File: config.mk
export PLATFORM = sky130hd
export DESIGN_NAME = morra_match_ctrl_flat
export DESIGN_NICKNAME = d
export VERILOG_FILES = /design/src/rtl/morra_match_ctrl_if.sv /design/src/rtl/morra_match_ctrl.sv /design/src/flat_wrapper.sv
export SDC_FILE = /design/constraint.sdc
export NUM_CORES = 1
export LEC_CHECK = 0
export BUFFER_PORTS_ARGS = -buffer_cell sky130_fd_sc_hd__buf_2
export CAP_MARGIN = 0
export CELL_PAD_IN_SITES_DETAIL_PLACEMENT = 1
export CELL_PAD_IN_SITES_GLOBAL_PLACEMENT = 1
export CORE_ASPECT_RATIO = 1.4
export CORE_MARGIN = 5
export CORE_UTILIZATION = 36
export CTS_CLUSTER_SIZE = 40
export DETAILED_ROUTE_END_ITERATION = 6
export GPL_TIMING_DRIVEN = 0
export PLACE_DENSITY = 0.74
export RECOVER_POWER = 50
export SLEW_MARGIN = 5
export SYNTH_ARGS = -nofsm -noshare
export SYNTH_HDL_FRONTEND = slang
export SYNTH_SLANG_ARGS = --single-unit
File: constraint.sdc
create_clock -name clk -period 6.4 [get_ports clk]
set_input_delay 0.64 -clock clk [delete_from_list [all_inputs] [get_ports clk]]
set_output_delay 0.64 -clock clk [all_outputs]
set_load 0.02 [all_outputs]
File: src/rtl/morra_match_ctrl_if.sv
// Player move handshakes and game-core round bus for the morra match controller.
// master: controller side (drives readies, core_strobe, captured moves).
// slave:  environment side (players offer moves, core reports round/match verdicts).
interface morra_match_ctrl_if;
  logic [1:0] g1_move;
  logic       g1_valid;
  logic       g1_ready;
  logic [1:0] g2_move;
  logic       g2_valid;
  logic       g2_ready;
  logic       core_strobe;
  logic [1:0] core_g1;
  logic [1:0] core_g2;
  logic       core_done;
  logic [1:0] core_manche;
  logic [1:0] core_partita;

  modport master (
    input  g1_move, g1_valid, g2_move, g2_valid,
    input  core_done, core_manche, core_partita,
    output g1_ready, g2_ready, core_strobe, core_g1, core_g2
  );

  modport slave (
    output g1_move, g1_valid, g2_move, g2_valid,
    output core_done, core_manche, core_partita,
    input  g1_ready, g2_ready, core_strobe, core_g1, core_g2
  );
endinterface

File: src/rtl/morra_match_ctrl.sv
// Morra match controller: collects a move per player, issues rounds to the game core, tracks the match.
// Latency: move captured on the handshake edge; core_strobe the cycle after the pair completes.
// Backpressure: gN_ready drops once player N's move is captured; core result awaited indefinitely in WAIT_CORE.
// Ports: clk, reset (sync, active-low), start/cfg_extra/ack (host control),
//        busy/match_done/match_result/round_count/err_g1/err_g2 (status), bus (players + core, master side).
module morra_match_ctrl #(
  parameter int TIMEOUT = 200
) (
  input  logic                  clk,
  input  logic                  reset,
  input  logic                  start,
  input  logic [3:0]            cfg_extra,
  input  logic                  ack,
  output logic                  busy,
  output logic                  match_done,
  output logic [1:0]            match_result,
  output logic [4:0]            round_count,
  output logic                  err_g1,
  output logic                  err_g2,
  morra_match_ctrl_if.master    bus
);

  localparam logic [2:0] IDLE      = 3'd0;
  localparam logic [2:0] COLLECT   = 3'd1;
  localparam logic [2:0] ISSUE     = 3'd2;
  localparam logic [2:0] WAIT_CORE = 3'd3;
  localparam logic [2:0] DONE      = 3'd4;

  localparam logic [7:0] TMO_LIMIT = TIMEOUT[7:0];

  logic [2:0] state;
  logic [4:0] max_rounds;
  logic [4:0] rnd_q;
  logic [1:0] blk1, blk2;
  logic [1:0] cap_g1, cap_g2;
  logic       got1, got2;
  logic [7:0] tmo_cnt;
  logic [1:0] result_q;
  logic       err1_q, err2_q;

  logic       in_collect;
  logic       hs1, hs2;
  logic       legal1, legal2;
  logic       take1, take2;
  logic       got1_nxt, got2_nxt;
  logic [7:0] tmo_nxt;
  logic [4:0] rnd_nxt;

  assign in_collect = (state == COLLECT);
  assign hs1        = in_collect && !got1 && bus.g1_valid;
  assign hs2        = in_collect && !got2 && bus.g2_valid;
  // A player may not repeat the move that just won them a round.
  assign legal1     = (bus.g1_move != 2'b00) && (bus.g1_move != blk1);
  assign legal2     = (bus.g2_move != 2'b00) && (bus.g2_move != blk2);
  assign take1      = hs1 && legal1;
  assign take2      = hs2 && legal2;
  assign got1_nxt   = got1 | take1;
  assign got2_nxt   = got2 | take2;
  assign tmo_nxt    = tmo_cnt + 8'd1;
  // Invalid rounds (manche 00) are replayed and never counted.
  assign rnd_nxt    = ((bus.core_manche != 2'b00) && (rnd_q != 5'd31)) ? rnd_q + 5'd1 : rnd_q;

  always_ff @(posedge clk) begin
    if (!reset) begin
      state      <= IDLE;
      max_rounds <= '0;
      rnd_q      <= '0;
      blk1       <= '0;
      blk2       <= '0;
      cap_g1     <= '0;
      cap_g2     <= '0;
      got1       <= 1'b0;
      got2       <= 1'b0;
      tmo_cnt    <= '0;
      result_q   <= '0;
      err1_q     <= 1'b0;
      err2_q     <= 1'b0;
    end else begin
      err1_q <= hs1 && !legal1;
      err2_q <= hs2 && !legal2;
      case (state)
        IDLE: begin
          if (start) begin
            max_rounds <= 5'd4 + {1'b0, cfg_extra};
            rnd_q      <= '0;
            blk1       <= '0;
            blk2       <= '0;
            result_q   <= '0;
            got1       <= 1'b0;
            got2       <= 1'b0;
            tmo_cnt    <= '0;
            state      <= COLLECT;
          end
        end
        COLLECT: begin
          tmo_cnt <= tmo_nxt;
          if (take1) begin
            cap_g1 <= bus.g1_move;
            got1   <= 1'b1;
          end
          if (take2) begin
            cap_g2 <= bus.g2_move;
            got2   <= 1'b1;
          end
          // Completing the pair wins over an expiring timeout in the same cycle.
          if (got1_nxt && got2_nxt) begin
            state <= ISSUE;
          end else if (tmo_nxt == TMO_LIMIT) begin
            // The player who did show up wins; nobody showing up is a draw.
            result_q <= (got1_nxt || got2_nxt) ? {got2_nxt, got1_nxt} : 2'b11;
            state    <= DONE;
          end
        end
        ISSUE: begin
          state <= WAIT_CORE;
        end
        WAIT_CORE: begin
          if (bus.core_done) begin
            case (bus.core_manche)
              2'b01: begin
                blk1 <= cap_g1;
                blk2 <= 2'b00;
              end
              2'b10: begin
                blk2 <= cap_g2;
                blk1 <= 2'b00;
              end
              2'b11: begin
                blk1 <= 2'b00;
                blk2 <= 2'b00;
              end
              default: ;
            endcase
            rnd_q <= rnd_nxt;
            if (bus.core_partita != 2'b00) begin
              result_q <= bus.core_partita;
              state    <= DONE;
            end else if (rnd_nxt == max_rounds) begin
              result_q <= 2'b11;
              state    <= DONE;
            end else begin
              got1    <= 1'b0;
              got2    <= 1'b0;
              tmo_cnt <= '0;
              state   <= COLLECT;
            end
          end
        end
        DONE: begin
          if (ack) state <= IDLE;
        end
        default: state <= IDLE;
      endcase
    end
  end

  assign busy            = (state != IDLE) && (state != DONE);
  assign match_done      = (state == DONE);
  assign match_result    = result_q;
  assign round_count     = rnd_q;
  assign err_g1          = err1_q;
  assign err_g2          = err2_q;
  assign bus.g1_ready    = in_collect && !got1;
  assign bus.g2_ready    = in_collect && !got2;
  // Derived from state only, so reset (forcing IDLE) can never leave a stray strobe.
  assign bus.core_strobe = (state == ISSUE);
  assign bus.core_g1     = cap_g1;
  assign bus.core_g2     = cap_g2;

endmodule

File: src/flat_wrapper.sv
// flat-port wrapper written by rule: the top's interface ports become plain ports
module morra_match_ctrl_flat 
#(
  parameter int TIMEOUT = 200
)
  (clk, reset, start, cfg_extra, ack, busy, match_done, match_result, round_count, err_g1, err_g2, bus_g1_move, bus_g1_valid, bus_g2_move, bus_g2_valid, bus_core_done, bus_core_manche, bus_core_partita, bus_g1_ready, bus_g2_ready, bus_core_strobe, bus_core_g1, bus_core_g2);
  morra_match_ctrl_if bus_i ();
  input  logic clk;
  input  logic reset;
  input  logic start;
  input  logic [3:0] cfg_extra;
  input  logic ack;
  output logic busy;
  output logic match_done;
  output logic [1:0] match_result;
  output logic [4:0] round_count;
  output logic err_g1;
  output logic err_g2;
  input wire logic [$bits(bus_i.g1_move)-1:0] bus_g1_move;
  input wire logic [$bits(bus_i.g1_valid)-1:0] bus_g1_valid;
  input wire logic [$bits(bus_i.g2_move)-1:0] bus_g2_move;
  input wire logic [$bits(bus_i.g2_valid)-1:0] bus_g2_valid;
  input wire logic [$bits(bus_i.core_done)-1:0] bus_core_done;
  input wire logic [$bits(bus_i.core_manche)-1:0] bus_core_manche;
  input wire logic [$bits(bus_i.core_partita)-1:0] bus_core_partita;
  output wire logic [$bits(bus_i.g1_ready)-1:0] bus_g1_ready;
  output wire logic [$bits(bus_i.g2_ready)-1:0] bus_g2_ready;
  output wire logic [$bits(bus_i.core_strobe)-1:0] bus_core_strobe;
  output wire logic [$bits(bus_i.core_g1)-1:0] bus_core_g1;
  output wire logic [$bits(bus_i.core_g2)-1:0] bus_core_g2;
  assign bus_i.g1_move = bus_g1_move;
  assign bus_i.g1_valid = bus_g1_valid;
  assign bus_i.g2_move = bus_g2_move;
  assign bus_i.g2_valid = bus_g2_valid;
  assign bus_i.core_done = bus_core_done;
  assign bus_i.core_manche = bus_core_manche;
  assign bus_i.core_partita = bus_core_partita;
  assign bus_g1_ready = bus_i.g1_ready;
  assign bus_g2_ready = bus_i.g2_ready;
  assign bus_core_strobe = bus_i.core_strobe;
  assign bus_core_g1 = bus_i.core_g1;
  assign bus_core_g2 = bus_i.core_g2;
  morra_match_ctrl #(.TIMEOUT(TIMEOUT)) u_core (.clk(clk), .reset(reset), .start(start), .cfg_extra(cfg_extra), .ack(ack), .busy(busy), .match_done(match_done), .match_result(match_result), .round_count(round_count), .err_g1(err_g1), .err_g2(err_g2), .bus(bus_i));
endmodule
# Yosys cells after proc, flatten, opt, wreduce, memory -nomap -nowiden
# Cells that the tools add are included.
# W data, S select, Z words.
[word_totals] reg_bits=35 input_bits=19 output_inout_bits=18
[classes] muxes=39 bitwise_logic=2 add_sub_neg=3 reduce_logical=39 eq_ne=26
[op_table] operator="$mux W8" count=4
[op_table] operator="$pmux W8 S3" count=1
[op_table] operator="$mux W3" count=7
[op_table] operator="$mux W2" count=9
[op_table] operator="$ne A2 B2 Y1 const B" count=9
[op_table] operator="$reduce_and A6 Y1" count=3
[op_table] operator="$pmux W2 S2" count=4
[op_table] operator="$mux W5" count=3
[op_table] operator="$pmux W3 S5" count=1
[op_table] operator="$logic_and A1 B1 Y1" count=13
[op_table] operator="$ne A3 B3 Y1 const B" count=4
[op_table] operator="$reduce_and A4 Y1" count=3
[op_table] operator="$pmux W5 S2" count=1
[op_table] operator="$reduce_bool A2 Y1" count=5
[op_table] operator="$add A8 B1 Y8 const B" count=1
[op_table] operator="$eq A8 B8 Y1 const B" count=1
[op_table] operator="$eq A3 B2 Y1 const B" count=2
[op_table] operator="$mux W1" count=6
[op_table] operator="$pmux W1 S3" count=2
[op_table] operator="$pmux W2 S3" count=1
[op_table] operator="$reduce_and A2 Y1" count=3
[op_table] operator="$reduce_bool A3 Y1" count=2
[op_table] operator="$add A3 B4 Y5 const A" count=1
[op_table] operator="$add A5 B1 Y5 const B" count=1
[op_table] operator="other kinds (15)" count=22

# Longest topological paths before layout
# Gate-level depths: netlist of run 1.
[logic_depth] word_depth=10 ltp_mapped=11 depth_no_buf=10

# Least setup slack after synthesis of run 1
# No wires, ideal clock.
[synth_timing] path_type="register to register" startpoint="reg u_core.rnd_q[0], in the netlist u_core.round_count[0]" endpoint="reg u_core.got2" path_slack_ns=3.941 path_stages_with_launch=12 required_ns=6.338 setup_time_ns=0.062 path_buffers=1 synth_period_minus_slack_ns=2.459 t_arrival_ns=2.397 cell_sequence="dfxtp_1 -> ha_1 -> and3_1 -> ha_1 -> o21bai_2 -> a2111oi_0 -> nand3b_1 -> a41oi_2 -> o21a_1 -> buf_6 -> a21o_1 -> nor2b_2"
[synth_between] elab_chain_len=6 word_cells_on_any_way=7 cone_classes="1 x add/sub; 3 x eq/ne; 1 x mux; 2 x reduce/logical"
[synth_rtl] item="start, declared" line="morra_match_ctrl.sv:33" rtl="logic [4:0] rnd_q;"
[synth_rtl] item="start signal, assigned" line="morra_match_ctrl.sv:134" rtl="rnd_q <= rnd_nxt;"
[synth_rtl] item="branches (longest 2 deep; another with $add A5 B1 Y5)"
[synth_rtl] item="$mux W5 *" line="morra_match_ctrl.sv:61" rtl="assign rnd_nxt = ((bus.core_manche != 2'b00) && (rnd_q != 5'd31)) ? rnd_q + 5'd1 : rnd_q;"
[synth_rtl] item="$eq A5 B5 Y1 *" line="morra_match_ctrl.sv:138" rtl="end else if (rnd_nxt == max_rounds) begin"
[synth_rtl] item="$ne A2 B2 Y1 (no source line) *"
[synth_rtl] item="$reduce_and A6 Y1 (no source line) *"
[synth_rtl] item="end signal, assigned" line="morra_match_ctrl.sv:73" rtl="got2 <= 1'b0;"
[synth_rtl] item="end signal, assigned" line="morra_match_ctrl.sv:90" rtl="got2 <= 1'b0;"
[synth_rtl] item="end signal, assigned" line="morra_match_ctrl.sv:143" rtl="got2 <= 1'b0;"
[synth_rtl] item="end, declared" line="morra_match_ctrl.sv:36" rtl="logic got1, got2;"
# Every way passes the cells marked *.
# A chain may end at the register's enable or synchronous reset.

# Worst setup path in the final report of run 1
[layout_timing] startpoint="reg u_core.state[1]" endpoint="reg u_core.blk1[1]"
[layout_between] elab_chain_len=3 word_cells_on_any_way=8 cone_classes="4 x eq/ne; 1 x mux; 3 x reduce/logical"
[layout_rtl] item="start, declared" line="morra_match_ctrl.sv:31" rtl="logic [2:0] state;"
[layout_rtl] item="start signal, assigned" line="morra_match_ctrl.sv:65" rtl="state <= IDLE;"
[layout_rtl] item="start signal, assigned" line="morra_match_ctrl.sv:92" rtl="state <= COLLECT;"
[layout_rtl] item="start signal, assigned" line="morra_match_ctrl.sv:107" rtl="state <= ISSUE;"
[layout_rtl] item="$eq A3 B2 Y1 or $logic_not A3 Y1 (tied branches)" line="morra_match_ctrl.sv:81" rtl="case (state)"
[layout_rtl] item="$ne A3 B3 Y1 (no source line), or another cell as far along"
[layout_rtl] item="$reduce_and A4 Y1 (no source line)"
[layout_rtl] item="end signal, assigned" line="morra_match_ctrl.sv:121" rtl="blk1 <= cap_g1;"
[layout_rtl] item="end, declared" line="morra_match_ctrl.sv:34" rtl="logic [1:0] blk1, blk2;"
# Several ways; a longest one is shown, not always the timed one.

==> flow_summary.toml, run 1 <==
[route]
drc = 0
firstDrtPassIters = 4
routed_wl_um = 5440
drtAntennaViolNets = 0
vias = 1974
wl_per_cell_um = 14.82
vias_per_cell = 5.379
drt_iter0_markers = 75

[power_and_ir_drop]
power.density_nw_per_um2 = 277.0
p_leak_nw = 0.8868
peakVddDrop_mv = 0.1585

[clock_tree]
clock_sinks = 35
cts_tree = "built"
clk_pin_slew_ns = 0.07
insertion_delay_ns = 0.29
cts_resized = 0
ctsHoldBuffers = 0
cts_buffers = 5
root_buffer = "clkbuf_8"
cts_setup_buffers = 0
cts.path.max_buffers = 2
ctsHtreeMaxLevel = 2

[job]
maxCapViolations = 0

[global_route]
grt_usage_pct = 15.58
grt_start_max_net_pins = 11
antenna_found_initial = 0
grt_pass1_vias = 1928
overflow = 0
grt_pass1_wl_um = 9025

[die]
die_width_um = 73.32
chipHeight_um = 98.65
ios = 37
start_util_pct = 36.84
coreArea_um2 = 5485
row_count = 32
design.die.area_um2 = 7233

[final_layout]
final_cell_mix = "dfxtp_1 (35), nor2_1 (31), nand2_1 (29)"
area_growth_pct = 14.98
layout.cells.most_common = "dfxtp_1"
fill_cells = 715
drive_gt1_share_pct = 13.04
nNetsFinal = 324
finalInstanceArea_um2 = 2323
diodes = 0

[yosys]
synth_edf_count = 0
yosysWarnings = 0
synthesis.nets = 281
avgSynthCellArea_um2 = 7.863
ys_types = 50
synth_ff_type = "dfxtp_1"
ys_seq_area_share_pct = 34.67
syn_area_um2 = 2021
async_flop_share_pct = 0
synthCells = 257
ys_ff_latch = 35

[critical_path]
cp.arrival_ns = 2.99
critical_path_class = "flop to flop"
endpoint_kind = "flop"
critPathLaunchType = "flop"
r2r_start = "u_core.state[1]"
crit_required_ns = 6.62
crit_chain = "clkbuf_1 -> nor4b_1 -> inv_1 -> nand2_1 -> o31ai_1 -> nor4b_1 -> a21oi_1 -> nor2_1"
crit_start = "u_core.state[1]"
cp_slowest_stage_delay_ns = 0.97
crit_fanout = 10
cp_slowest_cell = "nor4b_1"
cpMostUsedCell = "nor4b_1"

[timing]
fin_setup_tns_ns = 0
fin_crit_sh_pct = 43.32
rsz0062_at_grt = "false"
worst_slack_ns = 3.627
fin_crit_ns = 2.773
clock_skew_ns = 0.007744
setup-violations-final = 0
finalMaxSlewViolations = 0
fmax_ghz = 0.3607
max_slew_margin_pct = 22.56
worst_pin_slew_ns = 1.145
hold_violations = 0

[place]
dp_hpwl_um = 4242
post-place-ws_ns = 3.752
port_buffers = 36
place_area_um2 = 2286
place_congestion = 0.7607

[worst_hold_path]
hp-class = "flop to flop"
worstHoldStart = "u_core.match_result[1]"

[status]
status = "finished, final reports clean"
[power by group]
| part | switching (mW) | internal (mW) |
|---|---|---|
| registers | 0.0163 | 0.240 |
| logic | 0.154 | 0.0848 |
| clock network | 0.0760 | 0.0725 |
[stage by stage]
stage	hold slack [ns]	util, %	cells	total power, mW
2_1_floorplan	0.4481	-	257	0.4382
3_3_place_gp	0.4592	41.67	361	0.5061
3_5_place_dp	0.4534	41.67	361	0.5104
4_1_cts	0.4726	43.00	367	0.6601
5_1_grt	0.4891	42.36	367	0.6875
6_report	0.4733	42.36	367	0.6437
[synth_stat cells (all sizes together), types with 4 or more instances]
| cell | instances | area share, % |
|---|---|---|
| a211oi | 6 | 2.5 |
| ha | 5 | 3.1 |
| clkbuf | 6 | 1.2 |
| nor2b | 9 | 2.9 |
| buf | 4 | 1.4 |
| inv | 14 | 2.6 |
| a31oi | 5 | 1.5 |
| nor4b | 5 | 2.9 |
| nand2 | 30 | 5.7 |
| nand3 | 4 | 0.99 |
| a21oi | 20 | 5.0 |
| nand2b | 7 | 2.2 |
| xnor2 | 4 | 1.7 |
| nor2 | 31 | 5.8 |
| nor3 | 5 | 1.2 |
| mux2i | 7 | 3.5 |
| o21ai | 17 | 4.2 |
| dfxtp | 35 | 35 |
[per-layer routing]
| metal | vias to the layer above | track usage, % | wire length [um] | part of all wire, % |
|---|---|---|---|---|
| met2 | 23 | 28.26 | 2867 | 53 |
| met1 | 951 | 18.06 | 2315 | 43 |
| met4 | 0 | 5.021 | 80 | 1.5 |
| met3 | 7 | 2.653 | 178 | 3.3 |
| li1 | 993 | - | - | - |
| met5 | - | 0 | 0 | 0 |
[final cells by class]
class / count / area [um^2] / area share [%]
Multi-Input combinational cell: 198 / 1200 / 51.64
Sequential cell: 35 / 700.7 / 30.16
Timing Repair Buffer: 36 / 161.4 / 6.947
Tap cell: 68 / 85.08 / 3.662
Clock buffer: 6 / 72.57 / 3.123
Inverter: 14 / 52.55 / 2.262
Buffer: 10 / 51.30 / 2.208
[registers in the layout, summed over array words and instances, names as in the netlist]
name,cells
u_core.tmo_cnt,8
u_core.max_rounds,5
u_core.round_count,5
u_core.state,3
u_core.blk1,2
u_core.blk2,2
u_core.bus.core_g1,2
u_core.bus.core_g2,2
u_core.match_result,2
u_core.err_g1,1
u_core.err_g2,1
u_core.got1,1
u_core.got2,1
[final timing paths]
path | endpoint | slack, ns | cells after the start
worst min register to register | u_core.match_result[1] | 0.47 | 2
worst max register to register | u_core.blk1[1] | 3.63 | 8
worst min-delay path | u_core.match_result[1] | 0.47 | 2
worst max-delay path | u_core.blk1[1] | 3.63 | 8
[worst max-delay path, delay by kind of cell, from the launching register on]
kind | cells | cell delay [ns]
simple gates | 4 | 1.63
buf+inv | 2 | 0.46
flops | 1 | 0.33
compound gates | 2 | 0.30
[cell families (layout without fill, tap and decap cells)]
family,Yosys count,count (layout),synth area share (%)
compound gates,69,69,22.54
flops,35,35,34.67
mux,7,7,3.468
simple gates,111,111,28.42
buf+inv,24,66,5.201
xor+xnor,6,6,2.601
fa+ha+maj,5,5,3.096
Note: power is estimated with default switching activity, not from simulation.
==> run 2, diff against run 1 <==
Clock period 6.4 ns to 2.8 ns, I/O delays scaled along.
==> flow_summary.toml, run 2 (same netlist as run 1, synthesis figures left out) <==
[die]
design.die.area_um2 = 7233
chipHeight_um = 98.65
row_count = 32
coreArea_um2 = 5485
die_width_um = 73.32
ios = 37
start_util_pct = 36.84

[job]
maxCapViolations = 0

[global_route]
overflow = 0
antenna_found_initial = 0
grt_usage_pct = 15.58
grt_start_max_net_pins = 11
grt_pass1_vias = 1928
grt_pass1_wl_um = 9025

[critical_path]
crit_fanout = 9
crit_required_ns = 3.03
cp_slowest_stage_delay_ns = 0.37
crit_chain = "ha_1 -> and3_1 -> ha_1 -> o21bai_2 -> a2111oi_0 -> nand3b_1 -> a41oi_2 -> o21a_1 -> buf_6 -> a21o_1 -> nor2b_2"
endpoint_kind = "flop"
cp.arrival_ns = 2.93
cp_slowest_cell = "dfxtp_1"
cpMostUsedCell = "ha_1"
critPathLaunchType = "flop"
critical_path_class = "flop to flop"

[timing]
fin_crit_ns = 2.699
worst_pin_slew_ns = 0.9076
hold_violations = 0
hold_slack_ns = 0.2004
setup-violations-final = 0
fin_setup_tns_ns = 0
fin_crit_sh_pct = 96.39
max_slew_margin_pct = 38.98
clock_skew_ns = 0.007870
rsz0062_at_grt = "false"
fmax_ghz = 0.3705
finalMaxSlewViolations = 0

[clock_tree]
cts_buffers = 5
ctsHtreeMaxLevel = 2
insertion_delay_ns = 0.29
clk_pin_slew_ns = 0.07
root_buffer = "clkbuf_8"
clock_sinks = 35
cts.path.max_buffers = 2
cts_tree = "built"
ctsHoldBuffers = 0
cts_setup_buffers = 0
cts_resized = 0

[final_layout]
diodes = 0
final_cell_mix = "dfxtp_1 (35), nor2_1 (31), nand2_1 (29)"
top_register = "u_core.tmo_cnt"
area_growth_pct = 15.79
fill_cells = 715
layout.cells.most_common = "dfxtp_1"
drive_gt1_share_pct = 13.38
nNetsFinal = 324
largest_register_ffs = 8

[power_and_ir_drop]
p_leak_nw = 0.9005
p_int_mw = 0.9160
power_mw = 1.482
p_comb_share_pct = 37.6
power_frac_clock_pct = 22.8
p_sw_share_pct = 38.19
p_seq_share_pct = 39.6
power.density_nw_per_um2 = 633.4
peakVddDrop_mv = 0.3700
switchingPower_mw = 0.5661

[status]
status = "finished, final reports clean"

[route]
firstDrtPassIters = 4
vias_per_cell = 5.401
vias = 1982
drt_iter0_markers = 60
drc = 0
wl_per_cell_um = 14.77
drtAntennaViolNets = 0
routed_wl_um = 5419

[place]
dp_hpwl_um = 4242
place_congestion = 0.7607
port_buffers = 36

[worst_hold_path]
hp-class = "primary input to flop"
[run 2: changes by cell type in the layout (fill, tap and decap cells not counted)]
cell      change
o21ba_1       +1
o21ba_2       -1
clkbuf_1      -1
buf_2         +1
nor4b_1       -1
nor4b_4       +1
[run 2: final timing paths]
kind	to	depth (start not counted)	slack [ns]	start
max	u_core.got2	11	0.10	u_core.round_count[0]
min	u_core.max_rounds[2]	2	0.20	cfg_extra[2]
max reg2reg	u_core.got2	11	0.10	u_core.round_count[0]
min reg2reg	u_core.match_result[1]	2	0.47	u_core.match_result[1]
[run 2: stage by stage]
stage	std cells	setup WS (ns)	utilization, %	instance area, um^2
2_1_floorplan	257	0.3410	-	2021
3_3_place_gp	361	0.2121	41.67	2286
3_5_place_dp	361	0.1520	41.67	2286
4_1_cts	367	0.1354	43.00	2359
5_1_grt	367	0.02383	42.66	2340
6_report	367	0.1010	42.66	2340
[run 2: power by group through the flow]
stage | Clock, mW | Sequential, mW | Combinational (mW)
5_1_grt | 0.369 | 0.593 | 0.622
2_1_floorplan | 0 | 0.609 | 0.392
4_1_cts | 0.351 | 0.587 | 0.572
6_report | 0.338 | 0.586 | 0.558
3_3_place_gp | 0 | 0.596 | 0.561
3_5_place_dp | 0 | 0.598 | 0.569
[run 2: critical path, delay by kind of cell (launching register included)]
kind / cells / cell delay [ns]
compound gates: 5 / 1.20
fa+ha+maj: 2 / 0.44
buf+inv: 1 / 0.14
flops: 1 / 0.37
simple gates: 3 / 0.50
[run 2: area by class of cell]
| type | count | area (um^2) | share of cell area (%) |
|---|---|---|---|
| Buffer | 10 | 51.30 | 2.193 |
| Clock buffer | 6 | 72.57 | 3.102 |
| Inverter | 14 | 52.55 | 2.246 |
| Multi-Input combinational cell | 198 | 1215 | 51.93 |
| Sequential cell | 35 | 700.7 | 29.95 |
| Tap cell | 68 | 85.08 | 3.636 |
| Timing Repair Buffer | 36 | 162.7 | 6.952 |
[run 2: metal layers]
metal	part of all wire (%)	GRT usage, %	vias up
met1	42	18.06	954
met4	1.6	5.021	0
li1	-	-	994
met3	3.3	2.653	6
met2	53	28.26	28
met5	0	0	-
==> run 3, diff against run 2 <==
Settings changed: CELL_PAD_IN_SITES_DETAIL_PLACEMENT 1 to default, CELL_PAD_IN_SITES_GLOBAL_PLACEMENT 1 to default, PLACE_DENSITY 0.74 to 0.58.
==> flow_summary.toml, run 3 (same netlist as run 1, synthesis figures left out) <==
[final_layout]
fin_util_pct = 42.93
nNetsFinal = 324
layout.cells.most_common = "dfxtp_1"
largest_register_ffs = 8
fill_cells = 589
diodes = 0
drive_gt1_share_pct = 13.95
top_register = "u_core.tmo_cnt"
area_growth_pct = 16.53
final_cells = 369
final_cell_mix = "dfxtp_1 (35), nor2_1 (31), nand2_1 (29)"

[power_and_ir_drop]
power.density_nw_per_um2 = 637.6
p_leak_nw = 0.9012
peakVddDrop_mv = 0.2257

[route]
routed_wl_um = 4963
wl_per_cell_um = 13.45
vias = 1927
drt_iter0_markers = 96
firstDrtPassIters = 4
drtAntennaViolNets = 0
vias_per_cell = 5.222
drc = 0

[timing]
hold_slack_ns = 0.1894
fin_crit_sh_pct = 94.27
hold_violations = 0
worst_pin_slew_ns = 0.8313
fin_crit_ns = 2.640
setup-violations-final = 0
max_slew_margin_pct = 44.11
fmax_ghz = 0.3789
fin_setup_tns_ns = 0
finalMaxSlewViolations = 0
worst_slack_ns = 0.1604
rsz0062_at_grt = "false"
clock_skew_ns = 0.008087

[clock_tree]
root_buffer = "clkbuf_8"
cts_buffers = 5
ctsHtreeMaxLevel = 2
clock_sinks = 35
clk_pin_slew_ns = 0.08
insertion_delay_ns = 0.29
ctsHoldBuffers = 0
cts.path.max_buffers = 2
cts_tree = "built"

[die]
start_util_pct = 36.84
design.die.area_um2 = 7233
coreArea_um2 = 5485
row_count = 32
chipHeight_um = 98.65
die_width_um = 73.32
ios = 37

[critical_path]
reg2reg_depth = 11
endpoint_kind = "flop"
cp_slowest_cell = "dfxtp_1"
crit_chain = "ha_1 -> and3_1 -> ha_1 -> nor2b_1 -> a2111oi_2 -> nand3b_1 -> a41oi_2 -> o21a_1 -> buf_6 -> a21o_1 -> nor2b_2"
worstReg2RegEnd = "u_core.got2"
cp.arrival_ns = 2.87
crit_required_ns = 3.03
critical_path_class = "flop to flop"
r2r_start = "u_core.round_count[0]"
r2r_slack_ns = 0.16
cp_slowest_stage_delay_ns = 0.38
crit_fanout = 9
critPathLaunchType = "flop"
cpMostUsedCell = "ha_1"

[worst_hold_path]
worstHoldStart = "cfg_extra[2]"
min_path_cells = 2
hp-class = "primary input to flop"
holdPathEnd = "u_core.max_rounds[2]"

[place]
post-place-ws_ns = 0.1436
place_inst = 361
dp_hpwl_um = 3770
port_buffers = 36
place_congestion = 0.8267

[global_route]
grt_start_max_net_pins = 12
overflow = 0
grt_pass1_vias = 1829
grt_usage_pct = 14.24
antenna_found_initial = 0
grt_pass1_wl_um = 8266

[job]
maxCapViolations = 0

[status]
status = "finished, final reports clean"
==> run 3: cell count changes in the layout (fill, tap and decap cells not counted) <==
cell | before | now
a2111oi_0 | 1 | 0
a2111oi_2 | 0 | 1
clkinv_2 | 0 | 1
clkinvlp_4 | 0 | 1
o21bai_1 | 0 | 1
o21bai_2 | 1 | 0
==> run 3: worst max path at each step <==
stage | from | to | cells past startpoint
after floorplan | u_core.round_count[0] | u_core.got2 | 11
after global placement | u_core.round_count[0] | u_core.got2 | 11
after detailed placement | u_core.round_count[0] | u_core.got2 | 11
after CTS | u_core.round_count[0] | u_core.got2 | 11
after global routing | u_core.round_count[0] | u_core.got2 | 11
final | u_core.round_count[0] | u_core.got2 | 11
==> run 3: through the flow <==
step / power [mW] / instance area [um^2]
after floorplan: 1.002 / 2021
after global placement: 1.152 / 2286
after detailed placement: 1.156 / 2286
after CTS: 1.531 / 2371
after global routing: 1.616 / 2355
final: 1.501 / 2355
==> run 3: cell type report <==
| class | count | area [um^2] | share of cell area [%] |
|---|---|---|---|
| Timing Repair Buffer | 36 | 162.7 | 6.908 |
| Inverter | 14 | 52.55 | 2.232 |
| Multi-Input combinational cell | 198 | 1217 | 51.70 |
| Buffer | 10 | 51.30 | 2.179 |
| Sequential cell | 35 | 700.7 | 29.76 |
| Clock buffer | 6 | 72.57 | 3.082 |
| Tap cell | 68 | 85.08 | 3.613 |
| Clock inverter | 2 | 12.51 | 0.5313 |
==> run 3: per-layer routing <==
layer / vias to the layer above / track usage [%] / routed length (um)
met5: - / 0 / 0
met4: 0 / 5.021 / 78
met3: 6 / 3.469 / 241
met2: 41 / 24.95 / 2508
met1: 887 / 16.45 / 2135
li1: 993 / - / -
==> run 3: worst max-delay path: cells and delay by family, from the launching register on <==
kind,cells,cell delay (ns)
adder cells (fa/ha/maj),2,0.57
flip-flops,1,0.38
buffers and inverters,1,0.14
AND/OR/NAND/NOR,4,0.63
AO/OA/AOI/OAI,4,0.87
==> run 3: timing repair <==
item / 4_1_cts / 5_1_grt
endpoints found under the setup margin: 0 / 8
setup buffers: 0 / 0
resized for setup: 0 / 2
==> run 3: power by group <==
| group | leakage, nW | internal, mW | switching, mW |
|---|---|---|---|
| clock | 0.0412 | 0.174 | 0.189 |
| sequential | 0.284 | 0.549 | 0.0391 |
| combinational | 0.576 | 0.202 | 0.349 |
| total | 0.901 | 0.924 | 0.577 |
